File: src/rtl/ctrl_pkg.sv
// Shared types and constants for the multi-cycle ARM-subset control unit.
//   state_t  : FSM state encoding (also driven out on the debug state port)
//   OP_*     : instr[27:26] instruction classes
//   COND_*   : instr[31:28] condition codes
//   ALU_*    : alu_control operation codes
package ctrl_pkg;

  typedef enum logic [3:0] {
    S_FETCH  = 4'd0,
    S_DECODE = 4'd1,
    S_MEMADR = 4'd2,
    S_MEMRD  = 4'd3,
    S_MEMWR  = 4'd4,
    S_MEMWB  = 4'd5,
    S_EXEC   = 4'd6,
    S_ALUWB  = 4'd7,
    S_BRANCH = 4'd8,
    S_FAULT  = 4'd9
  } state_t;

  localparam logic [1:0] OP_DP  = 2'b00;
  localparam logic [1:0] OP_MEM = 2'b01;
  localparam logic [1:0] OP_BR  = 2'b10;

  localparam logic [3:0] COND_EQ = 4'b0000;
  localparam logic [3:0] COND_NE = 4'b0001;
  localparam logic [3:0] COND_CS = 4'b0010;
  localparam logic [3:0] COND_CC = 4'b0011;
  localparam logic [3:0] COND_MI = 4'b0100;
  localparam logic [3:0] COND_PL = 4'b0101;
  localparam logic [3:0] COND_VS = 4'b0110;
  localparam logic [3:0] COND_VC = 4'b0111;
  localparam logic [3:0] COND_HI = 4'b1000;
  localparam logic [3:0] COND_LS = 4'b1001;
  localparam logic [3:0] COND_GE = 4'b1010;
  localparam logic [3:0] COND_LT = 4'b1011;
  localparam logic [3:0] COND_GT = 4'b1100;
  localparam logic [3:0] COND_LE = 4'b1101;
  localparam logic [3:0] COND_AL = 4'b1110;

  localparam logic [3:0] ALU_ADD = 4'b0100;
  localparam logic [3:0] ALU_SUB = 4'b0010;
  localparam logic [3:0] ALU_CMP = 4'b1010;
  localparam logic [3:0] ALU_MOV = 4'b1101;

endpackage

File: src/rtl/cond_check.sv
// Combinational condition evaluator.
//   cond    : instr[31:28]
//   flags   : registered {N,Z,C,V}
//   cond_ex : 1 when the instruction should execute (1111 never executes)
module cond_check
  import ctrl_pkg::*;
(
  input  logic [3:0] cond,
  input  logic [3:0] flags,
  output logic       cond_ex
);

  logic n, z, c, v;
  assign {n, z, c, v} = flags;

  always_comb begin
    cond_ex = 1'b0;
    case (cond)
      COND_EQ: cond_ex = z;
      COND_NE: cond_ex = ~z;
      COND_CS: cond_ex = c;
      COND_CC: cond_ex = ~c;
      COND_MI: cond_ex = n;
      COND_PL: cond_ex = ~n;
      COND_VS: cond_ex = v;
      COND_VC: cond_ex = ~v;
      COND_HI: cond_ex = c & ~z;
      COND_LS: cond_ex = ~c | z;
      COND_GE: cond_ex = (n == v);
      COND_LT: cond_ex = (n != v);
      COND_GT: cond_ex = ~z & (n == v);
      COND_LE: cond_ex = z | (n != v);
      COND_AL: cond_ex = 1'b1;
      default: cond_ex = 1'b0;
    endcase
  end

endmodule

File: src/rtl/multicycle_ctrl_fsm.sv
// Control unit for the multi-cycle ARM-subset datapath.
// Inputs : IR fields (cond/op/funct/rd), ALU flags, memory ready handshake.
// Outputs: every datapath mux select / write enable, ALU op, BL/BX strobes,
//          registered NZCV flags, debug state, sticky memory-timeout fault.
// Control outputs are decoded combinationally from the current state and IR
// fields and are held at 0 while rst_n is low.
module multicycle_ctrl_fsm
  import ctrl_pkg::*;
#(
  parameter int ALUCTL_W    = 4,
  parameter int MEM_TIMEOUT = 15,
  parameter int BL_LINK_REG = 14
) (
  input  logic                clk,
  input  logic                rst_n,
  input  logic [3:0]          cond,
  input  logic [1:0]          op,
  input  logic [5:0]          funct,
  input  logic [3:0]          rd,
  input  logic [3:0]          alu_nzcv,
  input  logic                mem_ready,
  output logic                mem_req,
  output logic                pc_write,
  output logic                ir_write,
  output logic                mem_write,
  output logic                reg_write,
  output logic                adr_src,
  output logic                alu_src_a,
  output logic [1:0]          imm_src,
  output logic [1:0]          reg_src,
  output logic [1:0]          alu_src_b,
  output logic [1:0]          result_src,
  output logic [ALUCTL_W-1:0] alu_control,
  output logic                bl_enable,
  output logic                bx_enable,
  output logic [3:0]          link_rd,
  output logic [3:0]          flags,
  output logic [3:0]          state,
  output logic                mem_fault
);

  state_t     state_q, state_d;
  logic [3:0] flags_q, flags_d;
  logic [7:0] cnt_q, cnt_d;
  logic       cond_ex_q, cond_ex_d;
  logic       cond_ex;

  cond_check u_cond (.cond(cond), .flags(flags_q), .cond_ex(cond_ex));

  logic       is_cmp, is_wait, wait_miss, timeout;
  logic [3:0] dp_alu;
  assign is_cmp    = (funct[4:1] == ALU_CMP);
  assign dp_alu    = is_cmp ? ALU_SUB : funct[4:1];
  assign is_wait   = (state_q == S_FETCH) || (state_q == S_MEMRD) || (state_q == S_MEMWR);
  assign wait_miss = is_wait && !mem_ready;
  // Fault on the MEM_TIMEOUT-th consecutive miss; a ready on that cycle completes normally.
  assign timeout   = wait_miss && (cnt_q == 8'(MEM_TIMEOUT - 1));

  always_comb begin
    state_d   = state_q;
    flags_d   = flags_q;
    cond_ex_d = cond_ex_q;
    cnt_d     = (wait_miss && !timeout) ? cnt_q + 8'd1 : 8'd0;
    case (state_q)
      S_FETCH:  if (mem_ready) state_d = S_DECODE;
      S_DECODE: begin
        cond_ex_d = cond_ex;
        if (!cond_ex)          state_d = S_FETCH;
        else if (op == OP_DP)  state_d = S_EXEC;
        else if (op == OP_MEM) state_d = S_MEMADR;
        else if (op == OP_BR)  state_d = S_BRANCH;
        else                   state_d = S_FETCH;
      end
      S_EXEC: begin
        state_d = S_ALUWB;
        if (funct[0] || is_cmp) flags_d = alu_nzcv;
      end
      S_ALUWB:  state_d = S_FETCH;
      S_MEMADR: state_d = funct[0] ? S_MEMRD : S_MEMWR;
      S_MEMRD:  if (mem_ready) state_d = S_MEMWB;
      S_MEMWR:  if (mem_ready) state_d = S_FETCH;
      S_MEMWB:  state_d = S_FETCH;
      S_BRANCH: state_d = S_FETCH;
      S_FAULT:  state_d = S_FAULT;
      default:  state_d = S_FETCH;
    endcase
    if (timeout) state_d = S_FAULT;
  end

  always_ff @(posedge clk or negedge rst_n) begin
    if (!rst_n) begin
      state_q   <= S_FETCH;
      flags_q   <= 4'd0;
      cnt_q     <= 8'd0;
      cond_ex_q <= 1'b0;
    end else begin
      state_q   <= state_d;
      flags_q   <= flags_d;
      cnt_q     <= cnt_d;
      cond_ex_q <= cond_ex_d;
    end
  end

  // Write strobes past DECODE are qualified by the latched condition result.
  always_comb begin
    mem_req = 1'b0; pc_write = 1'b0; ir_write = 1'b0; mem_write = 1'b0;
    reg_write = 1'b0; adr_src = 1'b0; alu_src_a = 1'b0; bl_enable = 1'b0;
    bx_enable = 1'b0; imm_src = 2'b00; reg_src = 2'b00; alu_src_b = 2'b00;
    result_src = 2'b00; alu_control = '0;
    if (rst_n) begin
      case (state_q)
        S_FETCH: begin
          mem_req = 1'b1; alu_src_a = 1'b1; alu_src_b = 2'b10; result_src = 2'b10;
          alu_control = ALUCTL_W'(ALU_ADD);
          ir_write = mem_ready; pc_write = mem_ready;
        end
        S_DECODE: begin
          imm_src = op;
          reg_src = (op == OP_MEM) ? 2'b10 : (op == OP_BR) ? 2'b01 : 2'b00;
        end
        S_EXEC: begin
          alu_src_b   = funct[5] ? 2'b01 : 2'b00;
          alu_control = ALUCTL_W'(dp_alu);
        end
        S_ALUWB: begin
          alu_control = ALUCTL_W'(dp_alu);
          reg_write   = cond_ex_q && !is_cmp;
          pc_write    = cond_ex_q && !is_cmp && (rd == 4'd15);
        end
        S_MEMADR: begin
          alu_src_b = 2'b01; alu_control = ALUCTL_W'(ALU_ADD);
        end
        S_MEMRD: begin
          mem_req = 1'b1; adr_src = 1'b1;
        end
        S_MEMWR: begin
          mem_req = 1'b1; adr_src = 1'b1; mem_write = cond_ex_q;
        end
        S_MEMWB: begin
          reg_write = cond_ex_q; result_src = 2'b01;
          pc_write  = cond_ex_q && (rd == 4'd15);
        end
        S_BRANCH: begin
          pc_write = cond_ex_q; alu_src_b = 2'b01; result_src = 2'b10; imm_src = 2'b10;
          alu_control = ALUCTL_W'(ALU_MOV);
          bl_enable = cond_ex_q && (funct[5:4] == 2'b10);
          reg_write = bl_enable;
          bx_enable = cond_ex_q && (funct[5:4] == 2'b11);
        end
        default: ;
      endcase
    end
  end

  assign link_rd   = 4'(BL_LINK_REG);
  assign flags     = flags_q;
  assign state     = state_q;
  assign mem_fault = (state_q == S_FAULT);

endmodule

File: config.mk
export PLATFORM = sky130hd
export DESIGN_NAME = multicycle_ctrl_fsm
export DESIGN_NICKNAME = d
export VERILOG_FILES = /design/src/rtl/ctrl_pkg.sv /design/src/rtl/cond_check.sv /design/src/rtl/multicycle_ctrl_fsm.sv
export SDC_FILE = /design/constraint.sdc
export NUM_CORES = 1
export LEC_CHECK = 0
export CORE_MARGIN = 4
export CORE_UTILIZATION = 43
export DETAILED_ROUTE_END_ITERATION = 7
export GPL_TIMING_DRIVEN = 0
export HOLD_SLACK_MARGIN = 0.08
export PLACE_DENSITY = 0.8
export SYNTH_ARGS = -nofsm -noshare
export SYNTH_HDL_FRONTEND = slang
export SYNTH_SLANG_ARGS = --single-unit
export TNS_END_PERCENT = 1
File: constraint.sdc
create_clock -name clk -period 2.1 [get_ports clk]
set_input_delay 0.525 -clock clk [delete_from_list [all_inputs] [get_ports clk]]
set_output_delay 0.525 -clock clk [all_outputs]
set_load 0.1 [all_outputs]
# After elaboration in Yosys (flattened, before gate mapping)
# Index checks and enable logic that the tools add are counted.
[word_totals] ff_bits=17 latch_bits=0 mem_bits_rw=0 rom_bits=0 word_cells=117 memories=0
[classes] n_addsub=1 mul=0 n_div=0 n_lt_le_gt_ge=0 eq_ne=35 shift=0 n_mux=44 bitwise_logic=8 n_reduce_logical=25
[ops] op="$eq 4x4->1 const B" count=11
[ops] op="$mux 4" count=10
[ops] op="$eq 4x3->1 const B" count=8
[ops] op="$pmux 4 s7" count=1
[ops] op="$mux 1" count=18
[ops] op="$eq 4x2->1 const B" count=4
[ops] op="$pmux 1 s15" count=1
[ops] op="$mux 2" count=6
[ops] op="$pmux 4 s3" count=1
[ops] op="$reduce_or 2->1" count=5
[ops] op="$ne 3x3->1 const B" count=3
[ops] op="$add 8x1->8 const B" count=1
[ops] op="$eq 4x1->1 const B" count=2
[ops] op="$eq 8x4->1 const B" count=1
[ops] op="$logic_and 1x1->1" count=8
[ops] op="$logic_not 4->1" count=2
[ops] op="$mux 8" count=1
[ops] op="$pmux 2 s2" count=2
[ops] op="$eq 2x2->1 const B" count=3
[ops] op="$pmux 2 s3" count=1
[ops] op="$not 1->1" count=4
[ops] op="$pmux 1 s4" count=1
[ops] op="$logic_not 1->1" count=3
[ops] op="$logic_or 1x1->1" count=3
[ops] op="11 further kinds" count=13

# Longest topological paths before layout
[logic_depth] ltp_word=8 depth_mapped=7 depth_no_buf=6

# Modules after synthesis
# A second synthesis with hierarchy kept.
[unflattened] hier_cells=172 hier_area_um2=1467.7
[modules_own_cells] module="multicycle_ctrl_fsm" n_inst=1 cells_each=144 area_per_inst_um2=1273.7 seq_area_each_um2=425.4
[modules_own_cells] module="cond_check" n_inst=1 cells_each=28 area_per_inst_um2=193.9 seq_area_each_um2=0.0

# Worst setup path after synthesis
# Ideal clock, no wire load.
[synth_path] kind="register to output" startpoint="register state_q[0], in the netlist state[0]" endpoint="output mem_req" t_arrival_ns=4.379 required_time_ns=1.575 path_slack_ns=-2.804 stages_incl_launch_ff=6 path_buffers=1 cell_sequence="dfrtp_1 buf_2 nor2_1 nand2_1 a211oi_1 or2_2"
[synth_via] elab_chain_cells=4 elab_cells_between_ends=6
[synth_rtl] item="start: declaration" line="multicycle_ctrl_fsm.sv:42" text="state_t state_q, state_d;"
[synth_rtl] item="start signal: assignment" line="multicycle_ctrl_fsm.sv:97" text="state_q <= state_d;"
[synth_rtl] item="$eq 4x2->1 (tied with other cells)" line="multicycle_ctrl_fsm.sv:111" text="case (state_q)"
[synth_rtl] item="$reduce_or 3->1 (no source line) (*)"
[synth_rtl] item="$mux 1 (*)" line="multicycle_ctrl_fsm.sv:111"
[synth_rtl] item="$mux 1 (*)" line="multicycle_ctrl_fsm.sv:110" text="if (rst_n) begin"
[synth_rtl] item="end: declaration" line="multicycle_ctrl_fsm.sv:22" text="output logic mem_req,"
# Every way passes the cells marked *; elsewhere a longest branch is shown, timed or not.

# Final worst setup path
[layout_path] startpoint="register state_q[1], in the netlist state[1]" endpoint="output reg_write"
[layout_via] elab_chain_cells=3 elab_cells_between_ends=5
[layout_rtl] item="$eq 4x4->1 / $eq 4x3->1 (equally long branches)" line="multicycle_ctrl_fsm.sv:111"
[layout_rtl] item="$pmux 1 s3 (*)" line="multicycle_ctrl_fsm.sv:111"
[layout_rtl] item="$mux 1 (*)" line="multicycle_ctrl_fsm.sv:110"
[layout_rtl] item="end: declaration" line="multicycle_ctrl_fsm.sv:26" text="output logic reg_write,"
# Marked as above.

==> summary.txt <==
Worst setup path
  – Critical path class: reg -> out
  – Worst Reg-to-Reg Cells: 7
  – FF-to-FF End: state[2]$_DFFE_PN0P_
  – Worst path slowest cell: dfrtp_4
  – Reg-to-reg startpoint: state[1]$_DFFE_PN0P_
  – Critical Path AT: 1.86 ns
  – WP data required: 1.57 ns
  – Crit path top cell by count: nor2_4
  – Critical Path Fanout Max: 4
  – CP delay by family, top: simple AND/OR/NAND/NOR gates
  – CP endpoint kind: primary output
  – CP cell instances: or2_4 > nor2_4 > nand3_4 > o21a_1 > nor2_4 > buf_12
  – Worst R2R Setup Slack: 0.36 ns
  – Startpoint types: flip-flop
  – WP buf/inv: 1
  – CP max stage delay: 0.50 ns

Placement
  – Placement-stage cell area: 0.002076 sq mm
  – Port Buffers: 51
  – Worst slack at placement: -2.253 ns
  – Gpl congestion: 0.8585
  – Dpl hpwl: 2906 microns

Floorplan
  – Chip width: 64.53 microns
  – Initial Util: 45.00%
  – IO Pins: 57
  – Rows: 20
  – Total core area: 0.003053 sq mm
  – Die H: 64.53 microns
  – Area of the die: 0.004163 sq mm

Timing
  – Setup Viol. Count Final: 18
  – Rel. slew slack: 35.96%
  – Worst Skew: 0.002563 ns
  – Post-route setup slack: -0.2857 ns
  – Final min period: 2.386 ns
  – Pins Over Slew Limit: 0
  – FMAX: 419.2 MHz
  – Unrepaired setup endpoints after global routing: true
  – Final hold vios: 0
  – Actual slew at the worst max-slew pin: 0.9644 ns
  – Tcrit/Tclk final: 113.6%

Worst hold path
  – Path type of the worst min-delay path: reg -> reg
  – Hold path endpoint: cnt_q[0]$_DFF_PN0_
  – Worst Hold Depth: 1
  – Hold Crit Start: cnt_q[0]$_DFF_PN0_

Power
  – Leakage power: 1.026 nW
  – Peak VDD IR: 731.9 uV
  – PD cells: 1460 mW/mm^2
  – Tot Pwr: 3.502 mW

Global route
  – Initial antenna violation count: 0
  – Number of global-route vias before repair: 1,368
  – Global-route wire length before repair: 6196 microns
  – Largest net degree at the start of global routing: 18
  – GR Overflow Total: 0
  – GRT Overall Usage: 18.22%

Routing
  – Initial DRC Count: 101
  – Post-route ant nets: 0
  – Routed wire per std cell: 15.59 microns
  – Number of vias per cell: 5.368
  – Via Count: 1,460
  – Final WL: 4241 microns
  – Drt pass-1 iters: 4
  – # DRC: 0

Synthesis
  – Cell variety after synth: 48
  – EDFF count, synth: 0
  – Most used flip-flop cell after synthesis: dfrtp_1
  – Top-count cell post-synth: nor2_1
  – Mapped cell area: 0.001374 sq mm
  – Synth area leader: dfrtp_1
  – Cells after Synth: 164
  – Avg Cell Area, Syn: 8.377 sq um
  – FF+latch count, synth: 17
  – Syn. warnings: 0
  – Share of the synthesized area in the top cell type: 30.97%
  – Asr flop ratio synth: 100.0%
  – Synth top cells by count: nor2_1, dfrtp_1, nand2_1
  – Largest cells by area after synthesis: dfrtp_1, nor2_1, buf_4
  – Sequential fraction of the synthesis area: 30.97%

Layout
  – Fillers: 194
  – Footprint of the multi-input gates: 0.001049 sq mm
  – Register area: 435.4 sq um
  – Post-layout nets: 254
  – Share of layout cells above drive strength 1: 43.42%
  – Fin area: 0.002399 sq mm
  – Diode count: 0
  – Area Growth Syn to Fin: 74.59%

Run status
  – Failing checks: negative setup slack
  – Status: finished, violations left

Clock tree
  – TritonCTS clock tree: yes
  – Clock buffer count from CTS: 3
  – Worst-path clk slew: 0.09 ns
  – Clock Sinks: 17
  – H-tree depth: 1
  – Root buf cell: clkbuf_4
  – CTS max path bufs: 2
  – Clock Latency Late Sink: 0.27 ns

Flow run
  – Max-cap violations: 0
[metrics by stage]
stage                     setup TNS (ns)  cells  utilization, %  hold slack (ns)
final                             -2.616    272           78.57           0.5187
after global routing              -3.949    272           78.57           0.5446
after CTS                         -2.809    271           75.49           0.5302
after detailed placement          -40.88    261           67.99           0.5173
after global placement            -40.10    261           67.99           0.4968
after floorplan                   -11.18    166               -           0.2294
[cell usage in the layout (no fill, tap or decap), types with 10 or more instances in the layout]
cell and count:
nor2_1 11, clkdlybuf4s50_1 15, buf_4 13, dfrtp_1 13
buf_12 14, nand2_1 10, buf_6 10
[registers in the layout, indices dropped and copies added (netlist names)]
| signal | cells |
|---|---|
| cond_ex_q | 1 |
| flags | 4 |
| cnt_q | 8 |
| state | 4 |
[timing repair]
item                       CTS  global route
resized for setup          213            30
setup endpoints to repair   30            27
hold buffers                 1             0
hold endpoints to repair    17             0
pin swaps                    7             7
buffers inserted             5             1
[power breakdown]
| group | total, mW | internal (mW) | switching [mW] |
|---|---|---|---|
| Sequential | 0.531 | 0.424 | 0.107 |
| Combinational | 2.81 | 0.922 | 1.89 |
| Clock | 0.162 | 0.0735 | 0.0881 |
| Total | 3.50 | 1.42 | 2.08 |
[worst max-delay path by stage]
stage | slack [ns] | start | depth (start not counted) | endpoint
6_report | -0.29 | state[1]$_DFFE_PN0P_ | 6 | reg_write
5_1_grt | -0.35 | state[1]$_DFFE_PN0P_ | 6 | reg_write
4_1_cts | -0.30 | state[1]$_DFFE_PN0P_ | 4 | pc_write
3_5_place_dp | -2.25 | rst_n | 5 | bx_enable
3_3_place_gp | -2.21 | rst_n | 5 | bl_enable
2_1_floorplan | -0.79 | state[1]$_DFFE_PN0P_ | 5 | mem_req
[worst reg2reg max path: cells and delay by family (launching register included)]
kind,cells,cell delay (ns)
and+or+nand+nor,2,0.33
buffers and inverters,2,0.28
AOI/OAI and AO/OA,3,0.59
DFF,1,0.43
[routing by layer]
metal  global-route usage (%)  up-vias  wire (microns)
met3                    3.986        7             337
met4                    3.958        0              79
met2                    34.15       83            2220
met5                        0        -               0
met1                    21.00      672            1604
li1                         -      698               -
[kinds of logic after synthesis]
family / count (synthesis) / share of synthesized area [%]
mux: 7 / 5.464
other cells: 2 / 0.5467
compound gates: 31 / 17.21
flops: 17 / 30.97
simple gates: 77 / 29.96
buf+inv: 18 / 7.649
fa+ha+maj: 2 / 1.821
xor+xnor: 10 / 6.375
[final cells by class]
type,instances,area share [%]
repair buffers,58,29.26
plain buffers,12,4.538
clock buffers,4,1.095
inverters,6,0.9390
multi-input cells,131,43.71
well taps,44,2.295
flip-flops and latches,17,18.15
(Power assumes the default switching activity.)
